**src/rtl/fim_pf_vf_steer.sv**
```systemverilog
// Source-side steering adapter: decodes a destination from the sop beat and drives one-hot
// valid/sop/eop toward the PF/VF switch through a 2-entry skid buffer.
// Optional per-destination packet counters are enabled by FIM_PF_VF_STEER_STATS_EN.
module fim_pf_vf_steer #(
  parameter int unsigned WIDTH    = 80,
  parameter int unsigned M        = 2,
  parameter int unsigned DEST_LSB = 0,
  parameter int unsigned DEST_W   = 1,
  parameter int unsigned CNT_W    = 16
) (
  input  logic                    clk,
  input  logic                    rst,
  input  logic [WIDTH-1:0]        in_data,
  input  logic                    in_sop,
  input  logic                    in_eop,
  input  logic                    in_valid,
  output logic                    in_ready,
  output logic [WIDTH-1:0]        out_data,
  output logic [M-1:0]            out_sop,
  output logic [M-1:0]            out_eop,
  output logic [M-1:0]            out_valid,
  input  logic [M-1:0]            out_ready,
  output logic [CNT_W-1:0]        drop_cnt,
  output logic [CNT_W-1:0]        err_cnt,
  output logic                    err_sticky
`ifdef FIM_PF_VF_STEER_STATS_EN
  ,
  output logic [M-1:0][31:0]      pkt_cnt
`endif
);

  typedef enum logic [1:0] {StIdle, StFwd, StDrop} state_e;

  localparam logic [CNT_W-1:0] CntOne = {{(CNT_W-1){1'b0}}, 1'b1};

  state_e              r_state, w_state_nxt;
  logic [DEST_W-1:0]   r_dest, w_in_dest, w_push_dest;
  logic                w_acc, w_is_legal, w_push, w_drop, w_orphan;

  logic [WIDTH-1:0]    r_buf_data [2];
  logic [DEST_W-1:0]   r_buf_dest [2];
  logic [1:0]          r_buf_sop, r_buf_eop;
  logic                r_wr_ptr, r_rd_ptr;
  logic [1:0]          r_count, w_count_nxt;
  logic                r_in_ready, w_head_valid, w_pop;
  logic [CNT_W-1:0]    r_drop_cnt, r_err_cnt;
  logic                r_err_sticky;

  assign w_acc      = in_valid & r_in_ready;
  assign w_in_dest  = in_data[DEST_LSB +: DEST_W];
  assign w_is_legal = 32'(w_in_dest) < M;

  always_ff @(posedge clk) begin
    if (rst) r_state <= StIdle;
    else     r_state <= w_state_nxt;
  end

  always_comb begin
    w_state_nxt = r_state;
    if (w_acc) begin
      case (r_state)
        StIdle:        if (in_sop && !in_eop) w_state_nxt = w_is_legal ? StFwd : StDrop;
        StFwd, StDrop: if (in_eop) w_state_nxt = StIdle;
        default:       w_state_nxt = StIdle;
      endcase
    end
  end

  always_comb begin
    w_push      = 1'b0;
    w_drop      = 1'b0;
    w_orphan    = 1'b0;
    w_push_dest = r_dest;
    if (w_acc) begin
      case (r_state)
        StIdle: begin
          if (!in_sop)         w_orphan = 1'b1;
          else if (w_is_legal) begin
            w_push      = 1'b1;
            w_push_dest = w_in_dest;
          end else             w_drop = 1'b1;
        end
        StFwd:   w_push = 1'b1;
        default: ;
      endcase
    end
  end

  always_ff @(posedge clk) begin
    if (rst)                                           r_dest <= '0;
    else if (w_acc && r_state == StIdle && in_sop && w_is_legal) r_dest <= w_in_dest;
  end

  // Head of the skid buffer drives the switch; only the routed bit is ever set.
  assign w_head_valid = r_count != 2'd0;
  assign out_data     = w_head_valid ? r_buf_data[r_rd_ptr] : '0;

  always_comb begin
    out_valid = '0;
    out_sop   = '0;
    out_eop   = '0;
    for (int unsigned d = 0; d < M; d++) begin
      if (w_head_valid && 32'(r_buf_dest[r_rd_ptr]) == d) begin
        out_valid[d] = 1'b1;
        out_sop[d]   = r_buf_sop[r_rd_ptr];
        out_eop[d]   = r_buf_eop[r_rd_ptr];
      end
    end
  end

  assign w_pop       = |(out_valid & out_ready);
  assign w_count_nxt = r_count + 2'(w_push) - 2'(w_pop);

  always_ff @(posedge clk) begin
    if (rst) begin
      r_count    <= 2'd0;
      r_wr_ptr   <= 1'b0;
      r_rd_ptr   <= 1'b0;
      r_in_ready <= 1'b0;
    end else begin
      r_count    <= w_count_nxt;
      r_in_ready <= w_count_nxt != 2'd2;
      if (w_push) r_wr_ptr <= ~r_wr_ptr;
      if (w_pop)  r_rd_ptr <= ~r_rd_ptr;
    end
  end

  always_ff @(posedge clk) begin
    if (w_push) begin
      r_buf_data[r_wr_ptr] <= in_data;
      r_buf_dest[r_wr_ptr] <= w_push_dest;
      r_buf_sop[r_wr_ptr]  <= in_sop;
      r_buf_eop[r_wr_ptr]  <= in_eop;
    end
  end

  always_ff @(posedge clk) begin
    if (rst) begin
      r_drop_cnt   <= '0;
      r_err_cnt    <= '0;
      r_err_sticky <= 1'b0;
    end else begin
      if (w_drop && r_drop_cnt != '1)  r_drop_cnt <= r_drop_cnt + CntOne;
      if (w_orphan && r_err_cnt != '1) r_err_cnt  <= r_err_cnt + CntOne;
      if (w_drop || w_orphan)          r_err_sticky <= 1'b1;
    end
  end

  assign in_ready   = r_in_ready;
  assign drop_cnt   = r_drop_cnt;
  assign err_cnt    = r_err_cnt;
  assign err_sticky = r_err_sticky;

`ifdef FIM_PF_VF_STEER_STATS_EN
  logic [M-1:0][31:0] r_pkt_cnt;

  always_ff @(posedge clk) begin
    if (rst) begin
      r_pkt_cnt <= '0;
    end else begin
      for (int unsigned d = 0; d < M; d++) begin
        if (w_pop && out_eop[d]) r_pkt_cnt[d] <= r_pkt_cnt[d] + 32'd1;
      end
    end
  end

  assign pkt_cnt = r_pkt_cnt;
`endif

endmodule

```
**config.mk**
```make
export PLATFORM = sky130hd
export DESIGN_NAME = fim_pf_vf_steer
export DESIGN_NICKNAME = d
export VERILOG_FILES = /design/src/rtl/fim_pf_vf_steer.sv
export SDC_FILE = /design/constraint.sdc
export NUM_CORES = 1
export LEC_CHECK = 0
export CAP_MARGIN = 10
export CORE_AREA = 5 5 132 197
export DETAILED_ROUTE_END_ITERATION = 16
export DIE_AREA = 0 0 137 202
export SYNTH_ARGS = -nofsm -noshare
export SYNTH_HDL_FRONTEND = slang
export SYNTH_SLANG_ARGS = --single-unit
```
**constraint.sdc**
```tcl
create_clock -name clk -period 7 [get_ports clk]
set_clock_uncertainty 0.05 [all_clocks]
set_input_delay 1.75 -clock clk [delete_from_list [all_inputs] [get_ports clk]]
set_output_delay 1.75 -clock clk [all_outputs]
set_load 0.01 [all_outputs]
```
==> flow_metrics.tcl, run 1 <==
set metrics [dict create \
    max_freq_ghz 0.2131 \
    yosysWarnings 0 \
    power_frac_comb 0.074 \
    vias 4709 \
    rsz0062_at_grt "no" \
    clockBufferDepth 2 \
    crit_required_ns 5.20 \
    r2r_slack_ns 3.77 \
    setup_tns_ns 0 \
    p_leak_nw 3.328 \
    ys_types 41 \
    fin_crit_ns 4.692 \
    clock_power_share 0.382 \
    cts.sinks 191 \
    cts_made_buffers 17 \
    core_um2 24090 \
    setup_viol 0 \
    grt_pass1_wl_um 26700 \
    die_y_um 202 \
    synth_edf_count 166 \
    path_class "reg2out" \
    post-route-period-util 0.6703 \
    power.internal_w 0.001847 \
    area_growth_pct 36.77 \
    hold_class "reg2reg" \
    root_buffer "clkbuf_16" \
    gr-total-overflow 0 \
    synthTopCellsByArea "edfxtp_1 65%, mux2i_1 11%, dfxtp_1 6.6%, nor2_1 4.8%, buf_4 1.6%" \
    cts_max_level 4 \
    max_stage_delay_ns 0.94 \
    yosysMostFrequentCell "edfxtp_1" \
    start_kind "flop" \
    grt_max_degree 56 \
    grt_pass1_vias 5002 \
    hold_violations 0 \
    avgViaCountPerCell 4.515 \
    peakVddDrop_mv 0.1455 \
    dr.pass1.iters 4 \
    placement.io_buffers 190 \
    cp_max_fo 50 \
    maxSlewViolCount 0 \
    outcome "finished clean" \
    routed_wl_um 17950 \
    gp_congestion 0.8222 \
    netSwitchingFraction 0.2131 \
    worstSetupEndpointType "output pin" \
    crit_chain "buf_4 -> mux2i_1 -> nor2_1 -> clkdlybuf4s50_1" \
    initial_core_util 0.3163 \
    worst_pin_slew_ns 1.166 \
    cts_resized 0 \
    fill_cells 2144 \
    synth.top_cell.area_share 0.6543 \
    drc 0 \
    place_inst 1009 \
    synth-seq-cells 191 \
    critPathArrivalTime_ns 2.89 \
    hpwl_um 12800 \
    netlist_top_cells_count "166 x edfxtp_1, 97 x nor2_1, 84 x mux2i_1, 25 x dfxtp_1, 16 x buf_4" \
    syn_avg_cell_area_um2 14.85 \
    cts_setup_buffers 0 \
    ioPinCount 207 \
    die-area_um2 27670 \
    synth.largest_area_cell "edfxtp_1" \
    synthesis.area_um2 7619 \
    die_x_um 137 \
    initialDrtViolationCount 211 \
    synthCells 513 \
    rows 70 \
    ys_seq_area_frac 0.7200 \
    cts.clk_slew.worst_paths_ns 0.07 \
    p_sw_w 0.0005003 \
    powerDensity_nw_per_um2 225.3 \
    fin_util 0.4326 \
    nets 794 \
    drt-wirelength-per-cell_um 17.21 \
    maxSlewHeadroom 0.2201 \
    hold-path-cell-count 2 \
    synth_ff_type "edfxtp_1" \
    pwr-share-seq 0.544 \
    cp_slowest_cell "dfxtp_4" \
    cap_violations 0 \
    antenna_found_initial 7 \
    r2r_cells 6 \
    synthArstFlopShare 0 \
    clk_latency_ns 0.42 \
    finalNonFillerCells 1043 \
    drive_above_1_share 0.06964 \
    cts_tree "built" \
    cts-hold-fix-buffers 0 \
    grt_usage 0.1277 \
    ant_nets 0 \
]
==> state kept, by name, summed over array words and instances (netlist names), named ones only <==
name,cells
err_cnt,16
r_rd_ptr,1
r_dest,1
r_buf_data,160
r_count,2
r_state,1
in_ready,1
r_buf_eop,2
r_wr_ptr,1
r_buf_sop,2
r_buf_dest,2
err_sticky,1
==> per-layer routing <==
layer | track usage | routed length (um) | vias to the layer above
li1 | - | - | 2250
met1 | 0.1254 | 6369 | 2252
met2 | 0.2353 | 9793 | 160
met3 | 0.05105 | 1325 | 35
met4 | 0.04815 | 395 | 12
met5 | 0 | 69 | -
==> layout by cell type (no fill, tap or decap), types with 4 or more instances in the layout <==
cell | synthesis | final
clkdlybuf4s50_1 | 0 | 190
edfxtp_1 | 166 | 166
nor2_1 | 97 | 95
mux2i_1 | 84 | 84
dfxtp_1 | 25 | 24
clkbuf_16 | 0 | 18
conb_1 | 1 | 16
a21oi_1 | 11 | 11
nand2_1 | 8 | 8
nor2b_1 | 8 | 8
inv_1 | 7 | 6
o21ai_0 | 6 | 6
mux2_2 | 5 | 5
nand4_1 | 5 | 5
nor4_1 | 5 | 5
o31ai_1 | 5 | 5
or4_1 | 5 | 5
nand3_1 | 4 | 4
or3_1 | 4 | 4
==> final timing paths <==
path	start	to
worst max-delay path	flop	out_data[15]
worst min-delay path	r_wr_ptr$_SDFFE_PP0P_	r_wr_ptr$_SDFFE_PP0P_
worst max register to register	flop	in_ready$_SDFF_PP0_
worst min register to register	r_wr_ptr$_SDFFE_PP0P_	r_wr_ptr$_SDFFE_PP0P_
==> cell type report <==
class,instances,area (um^2),area share
clock inverters,10,77.57,0.007445
clock buffers,22,475.5,0.04563
flip-flops and latches,191,5489,0.5268
diodes,1,2.502,0.0002402
multi-input cells,293,1978,0.1898
inverters,7,27.53,0.002642
well taps,324,405.4,0.03890
repair buffers,195,1964,0.1885
==> power by group through the flow <==
| stage | logic, W | registers, W | clock network, W |
|---|---|---|---|
| 6_report | 0.000174 | 0.00128 | 0.000897 |
| 5_1_grt | 0.000188 | 0.00128 | 0.000972 |
| 4_1_cts | 0.000177 | 0.00128 | 0.000931 |
| 3_5_place_dp | 0.000176 | 0.00130 | 0 |
| 3_3_place_gp | 0.000173 | 0.00130 | 0 |
| 2_1_floorplan | 0.0000781 | 0.00130 | 0 |
==> cells by family after synthesis <==
family	synth area share
flops	0.7200
simple gates	0.1003
mux	0.1237
buf+inv	0.02973
compound gates	0.02250
fa+ha+maj	0.003284
other cells	0.0004922
==> stage by stage <==
step                cell area [um^2]  hold slack (ns)  total power (W)  setup slack [ns]
floorplan                       7675           0.3863         0.001374             1.083
global placement                9844           0.4023         0.001473             2.530
detailed placement              9844           0.4071         0.001478             2.454
CTS                            10400           0.4172         0.002384             2.205
global route                   10420           0.4643         0.002438             2.098
finish                         10420           0.4191         0.002347             2.308
==> worst max-delay path: cells and delay by family (launching register included) <==
kind,cells,cell delay (ns)
buf+inv,2,1.18
mux,1,0.15
flops,1,0.94
simple gates,1,0.17
No activity file was read; power rests on OpenSTA's default activity.
==> inputs of run 2 (changes only) <==
==> constraint.sdc (replaced) <==
create_clock -name clk -period 3.95 [get_ports clk]
set_clock_uncertainty 0.05 [all_clocks]
set_input_delay 0.9875 -clock clk [delete_from_list [all_inputs] [get_ports clk]]
set_output_delay 0.9875 -clock clk [all_outputs]
set_load 0.01 [all_outputs]
==> run 2 against run 1 <==
Die area stayed put. Count of clock-buffer cells in the layout is 5 lower. Combinational power is 84% higher. Routed wire length is 1.2% higher. Critical path depth stayed put. Global-route usage is 0.27 points higher. Utilization is 0.28 points higher. Largest power group unchanged.
==> flow_metrics.tcl, run 2 (synthesized netlist as in run 1, its figures left out) <==
set metrics [dict create \
    outcome "finished clean" \
    timing.critical_path.buf_inv 1 \
    max_stage_delay_ns 0.61 \
    grt_usage 0.1304 \
    cts_tree "built" \
    core_um2 24090 \
    drt-wirelength-per-cell_um 17.34 \
    top_register "r_buf_data" \
    cp_slowest_cell "dfxtp_4" \
    start_kind "flop" \
    hold_violations 0 \
    holdWs_ns 0.4060 \
    dp_slack_ns 0.5912 \
    dr.pass1.iters 5 \
    grt_pass1_wl_um 27340 \
    area_growth_pct 37.66 \
    final_common_cell "clkdlybuf4s50_1" \
    drive_above_1_share 0.07746 \
    worstSetupEndpointType "output pin" \
    path_class "reg2out" \
    peakVddDrop_mv 0.2854 \
    placement.io_buffers 190 \
    cts-hold-fix-buffers 0 \
    antenna_found_initial 3 \
    regToRegEndpoint "in_ready$_SDFF_PP0_" \
    routed_wl_um 18170 \
    cap_violations 0 \
    hp-start "r_wr_ptr$_SDFFE_PP0P_" \
    powerDensity_nw_per_um2 407.4 \
    cts_made_buffers 17 \
    clockBufferDepth 2 \
    die_y_um 202 \
    r2r_slack_ns 1.25 \
    cts.sinks 191 \
    root_buffer "clkbuf_16" \
    gp_congestion 0.7924 \
    nets 799 \
    max_freq_ghz 0.2889 \
    hpwl_um 12950 \
    grt_max_degree 75 \
    setup_tns_ns 0 \
    most-common-layout-cells "190 x clkdlybuf4s50_1, 166 x edfxtp_1, 95 x nor2_1" \
    ant_nets 0 \
    initialDrtViolationCount 197 \
    maxSlewViolCount 0 \
    avgViaCountPerCell 4.589 \
    cts_max_level 4 \
    maxSlewHeadroom 0.2742 \
    cts_resized 0 \
    drc 0 \
    whs_endpoint "r_wr_ptr$_SDFFE_PP0P_" \
    crit_chain "mux2i_4 -> o21ai_0 -> nor2_1 -> clkdlybuf4s50_1" \
    cts.clk_slew.worst_paths_ns 0.07 \
    cts_setup_buffers 0 \
    ioPinCount 207 \
    post-route-period-util 0.8764 \
    cpLargestDelayFamily "flip-flops" \
    r2r_cells 7 \
    largest_reg_flops 160 \
    initial_core_util 0.3163 \
    rsz0062_at_grt "no" \
    critPathArrivalTime_ns 2.42 \
    vias 4809 \
    setup_viol 0 \
    fin_crit_ns 3.462 \
    crit_required_ns 2.91 \
    die-area_um2 27670 \
    rows 70 \
    gr-total-overflow 0 \
    worst_slack_ns 0.4883 \
    die_x_um 137 \
    cp_max_fo 19 \
    hold-path-cell-count 2 \
    grt_pass1_vias 5022 \
    p_leak_nw 3.373 \
    worst_pin_slew_ns 1.085 \
    hold_class "reg2reg" \
    clk_latency_ns 0.43 \
]
run 2: report_power, final:
part	switching (W)	internal [W]
Combinational	0.000149	0.000171
Sequential	0.0000177	0.00224
Clock	0.000754	0.000944
Total	0.000921	0.00335
run 2: cell type report:
class	instances	area, um^2
Antenna cell	1	2.502
Clock buffer	17	425.4
Clock inverter	15	157.7
Fill cell	2168	13600
Inverter	7	27.53
Multi-Input combinational cell	293	1978
Sequential cell	191	5489
Tap cell	324	405.4
Timing Repair Buffer	200	2002
run 2: worst register-to-register path, cell delays in order (launching register included):
cell and delay (ns):
dfxtp_4 0.61, mux2i_4 0.40, mux2i_1 0.54, o21ai_0 0.20, ha_1 0.38, nor3b_1 0.07
o21a_1 0.10, nor4_1 0.26
run 2: worst max-delay path by stage:
stage / end / depth (start not counted)
final: out_sop[0] / 4
after CTS: out_data[16] / 4
after floorplan: r_buf_data[1][0]$_DFFE_PP_ / 2
after detailed placement: r_buf_data[0][28]$_DFFE_PP_ / 6
after global routing: out_sop[0] / 4
after global placement: r_buf_data[0][28]$_DFFE_PP_ / 6
run 2: stage by stage:
| stage | total power [W] | instance area (um^2) | cells | util |
|---|---|---|---|---|
| after floorplan | 0.002434 | 7677 | 528 | - |
| after global placement | 0.002615 | 9902 | 1015 | 0.4111 |
| after detailed placement | 0.002624 | 9902 | 1015 | 0.4111 |
| after CTS | 0.004340 | 10490 | 1047 | 0.4353 |
| after global routing | 0.004431 | 10490 | 1047 | 0.4353 |
| final | 0.004272 | 10490 | 1048 | 0.4354 |
run 2: metal layers:
layer / wire (um) / up-vias / GRT usage
li1: - / 2264 / -
met1: 6727 / 2331 / 0.1345
met2: 9560 / 174 / 0.2325
met3: 1400 / 34 / 0.05080
met4: 448 / 6 / 0.05278
met5: 34 / - / 0
==> inputs of run 3 (changes only) <==
--- a/config.mk
+++ b/config.mk
@@ -6,9 +6,9 @@
 export NUM_CORES = 1
 export LEC_CHECK = 0
 export CAP_MARGIN = 10
-export CORE_AREA = 5 5 132 197
+export CORE_AREA = 5 5 161 163
 export DETAILED_ROUTE_END_ITERATION = 16
-export DIE_AREA = 0 0 137 202
+export DIE_AREA = 0 0 166 168
 export SYNTH_ARGS = -nofsm -noshare
 export SYNTH_HDL_FRONTEND = slang
 export SYNTH_SLANG_ARGS = --single-unit
==> run 3 against run 2 <==
Worst hold slack better by 0.0048 ns. Sequential share of layout area increased by 0.11 points. Cell count about the same. Critical path type unchanged. Critical endpoint unchanged. Highest routed layer is now met4.
==> flow_metrics.tcl, run 3 (synthesized netlist as in run 1, its figures left out) <==
set metrics [dict create \
    outcome "finished clean" \
    drive_above_1_share 0.07884 \
    cts_tree "built" \
    worstSetupEndpointType "output pin" \
    fill_cells 2195 \
    cts-hold-fix-buffers 0 \
    cts.clk_slew.worst_paths_ns 0.07 \
    cap_violations 0 \
    post-route-period-util 0.8558 \
    avgViaCountPerCell 4.436 \
    ant_nets 0 \
    peakVddDrop_mv 0.2493 \
    worst_pin_slew_ns 0.9100 \
    cp_slowest_cell "dfxtp_4" \
    p_leak_nw 3.355 \
    drc 0 \
    root_buffer "clkbuf_16" \
    area_growth_pct 37.38 \
    top_register "r_buf_data" \
    critPathArrivalTime_ns 2.34 \
    vias 4645 \
    fin_crit_ns 3.380 \
    start_kind "flop" \
    hold_class "reg2reg" \
    powerDensity_nw_per_um2 398.7 \
    hpwl_um 11290 \
    seq_area_um2 5489 \
    cts_resized 0 \
    maxSlewViolCount 0 \
    crit_required_ns 2.91 \
    final_common_cell "clkdlybuf4s50_1" \
    setup_tns_ns 0 \
    antenna_cells 0 \
    grt_max_degree 82 \
    crit_chain "mux2i_4 -> o21ai_0 -> nor2_1 -> clkdlybuf4s50_1" \
    power_w 0.004173 \
    die-area_um2 27890 \
    clk_latency_ns 0.42 \
    timing.critical_path.buf_inv 1 \
    gp_congestion 0.7476 \
    routed_wl_um 17140 \
    grt_pass1_wl_um 26870 \
    die_y_um 168 \
    initialDrtViolationCount 248 \
    ioPinCount 207 \
    clockBufferDepth 2 \
    placement.io_buffers 190 \
    gr-total-overflow 0 \
    cp_max_fo 19 \
    rows 57 \
    setup_viol 0 \
    most-common-layout-cells "190 x clkdlybuf4s50_1, 166 x edfxtp_1, 95 x nor2_1" \
    path_class "reg2out" \
    cts_made_buffers 17 \
    die_x_um 166 \
    dr.pass1.iters 4 \
    grt_pass1_vias 4736 \
    hold_violations 0 \
    max_freq_ghz 0.2958 \
    cts.sinks 191 \
    largest_reg_flops 160 \
    drt-wirelength-per-cell_um 16.37 \
    antenna_found_initial 0 \
    maxSlewHeadroom 0.3915 \
    initial_core_util 0.3151 \
    nets 799 \
    max_stage_delay_ns 0.57 \
    cts_setup_buffers 0 \
    rsz0062_at_grt "no" \
    core_um2 24180 \
    grt_usage 0.1220 \
    cpLargestDelayFamily "flip-flops" \
    multi_input_area_um2 1978 \
    cts_max_level 4 \
    hp-start "r_wr_ptr$_SDFFE_PP0P_" \
]
[run 3: path summary, 6_finish.rpt]
check | to | slack [ns] | depth (start not counted)
worst max-delay path | out_sop[0] | 0.57 | 4
worst min-delay path | r_wr_ptr$_SDFFE_PP0P_ | 0.41 | 2
worst max register to register | in_ready$_SDFF_PP0_ | 1.27 | 6
worst min register to register | r_wr_ptr$_SDFFE_PP0P_ | 0.41 | 2
[run 3: layer usage]
metal,vias up,GRT usage,part of all wire
met5,-,0,0
met3,11,0.03751,0.059
met1,2234,0.1624,0.46
li1,2264,-,-
met4,0,0.03336,0.011
met2,136,0.1948,0.47
[run 3: power by group]
| part | leakage [nW] | switching [W] | internal [W] |
|---|---|---|---|
| logic | 1.37 | 0.000145 | 0.000171 |
| registers | 1.71 | 0.0000168 | 0.00224 |
| clock network | 0.269 | 0.000777 | 0.000827 |
| total | 3.35 | 0.000939 | 0.00323 |
[run 3: stage by stage]
stage / area [um^2] / setup WS [ns] / hold WS (ns) / utilization / cells
6_report: 10470 / 0.5697 / 0.4108 / 0.4329 / 1047
5_1_grt: 10470 / 0.3981 / 0.4523 / 0.4329 / 1047
4_1_cts: 10470 / 0.4884 / 0.4121 / 0.4329 / 1047
3_5_place_dp: 9915 / 0.8927 / 0.4019 / 0.4101 / 1015
3_3_place_gp: 9915 / 0.9887 / 0.3967 / 0.4101 / 1015
2_1_floorplan: 7677 / 0.1828 / 0.3863 / - / 528
[run 3: layout make-up]
cell class / instances / area share
repair buffers: 200 / 0.1925
clock inverters: 15 / 0.01207
clock buffers: 17 / 0.04065
well taps: 324 / 0.03873
inverters: 7 / 0.002630
multi-input cells: 293 / 0.1890
flip-flops and latches: 191 / 0.5244
[run 3: tightest hold or removal path, delay by kind of cell (launching register included)]
kind / cells / cell delay (ns)
DFF: 1 / 0.31
AOI/OAI and AO/OA: 1 / 0.05
and+or+nand+nor: 1 / 0.05
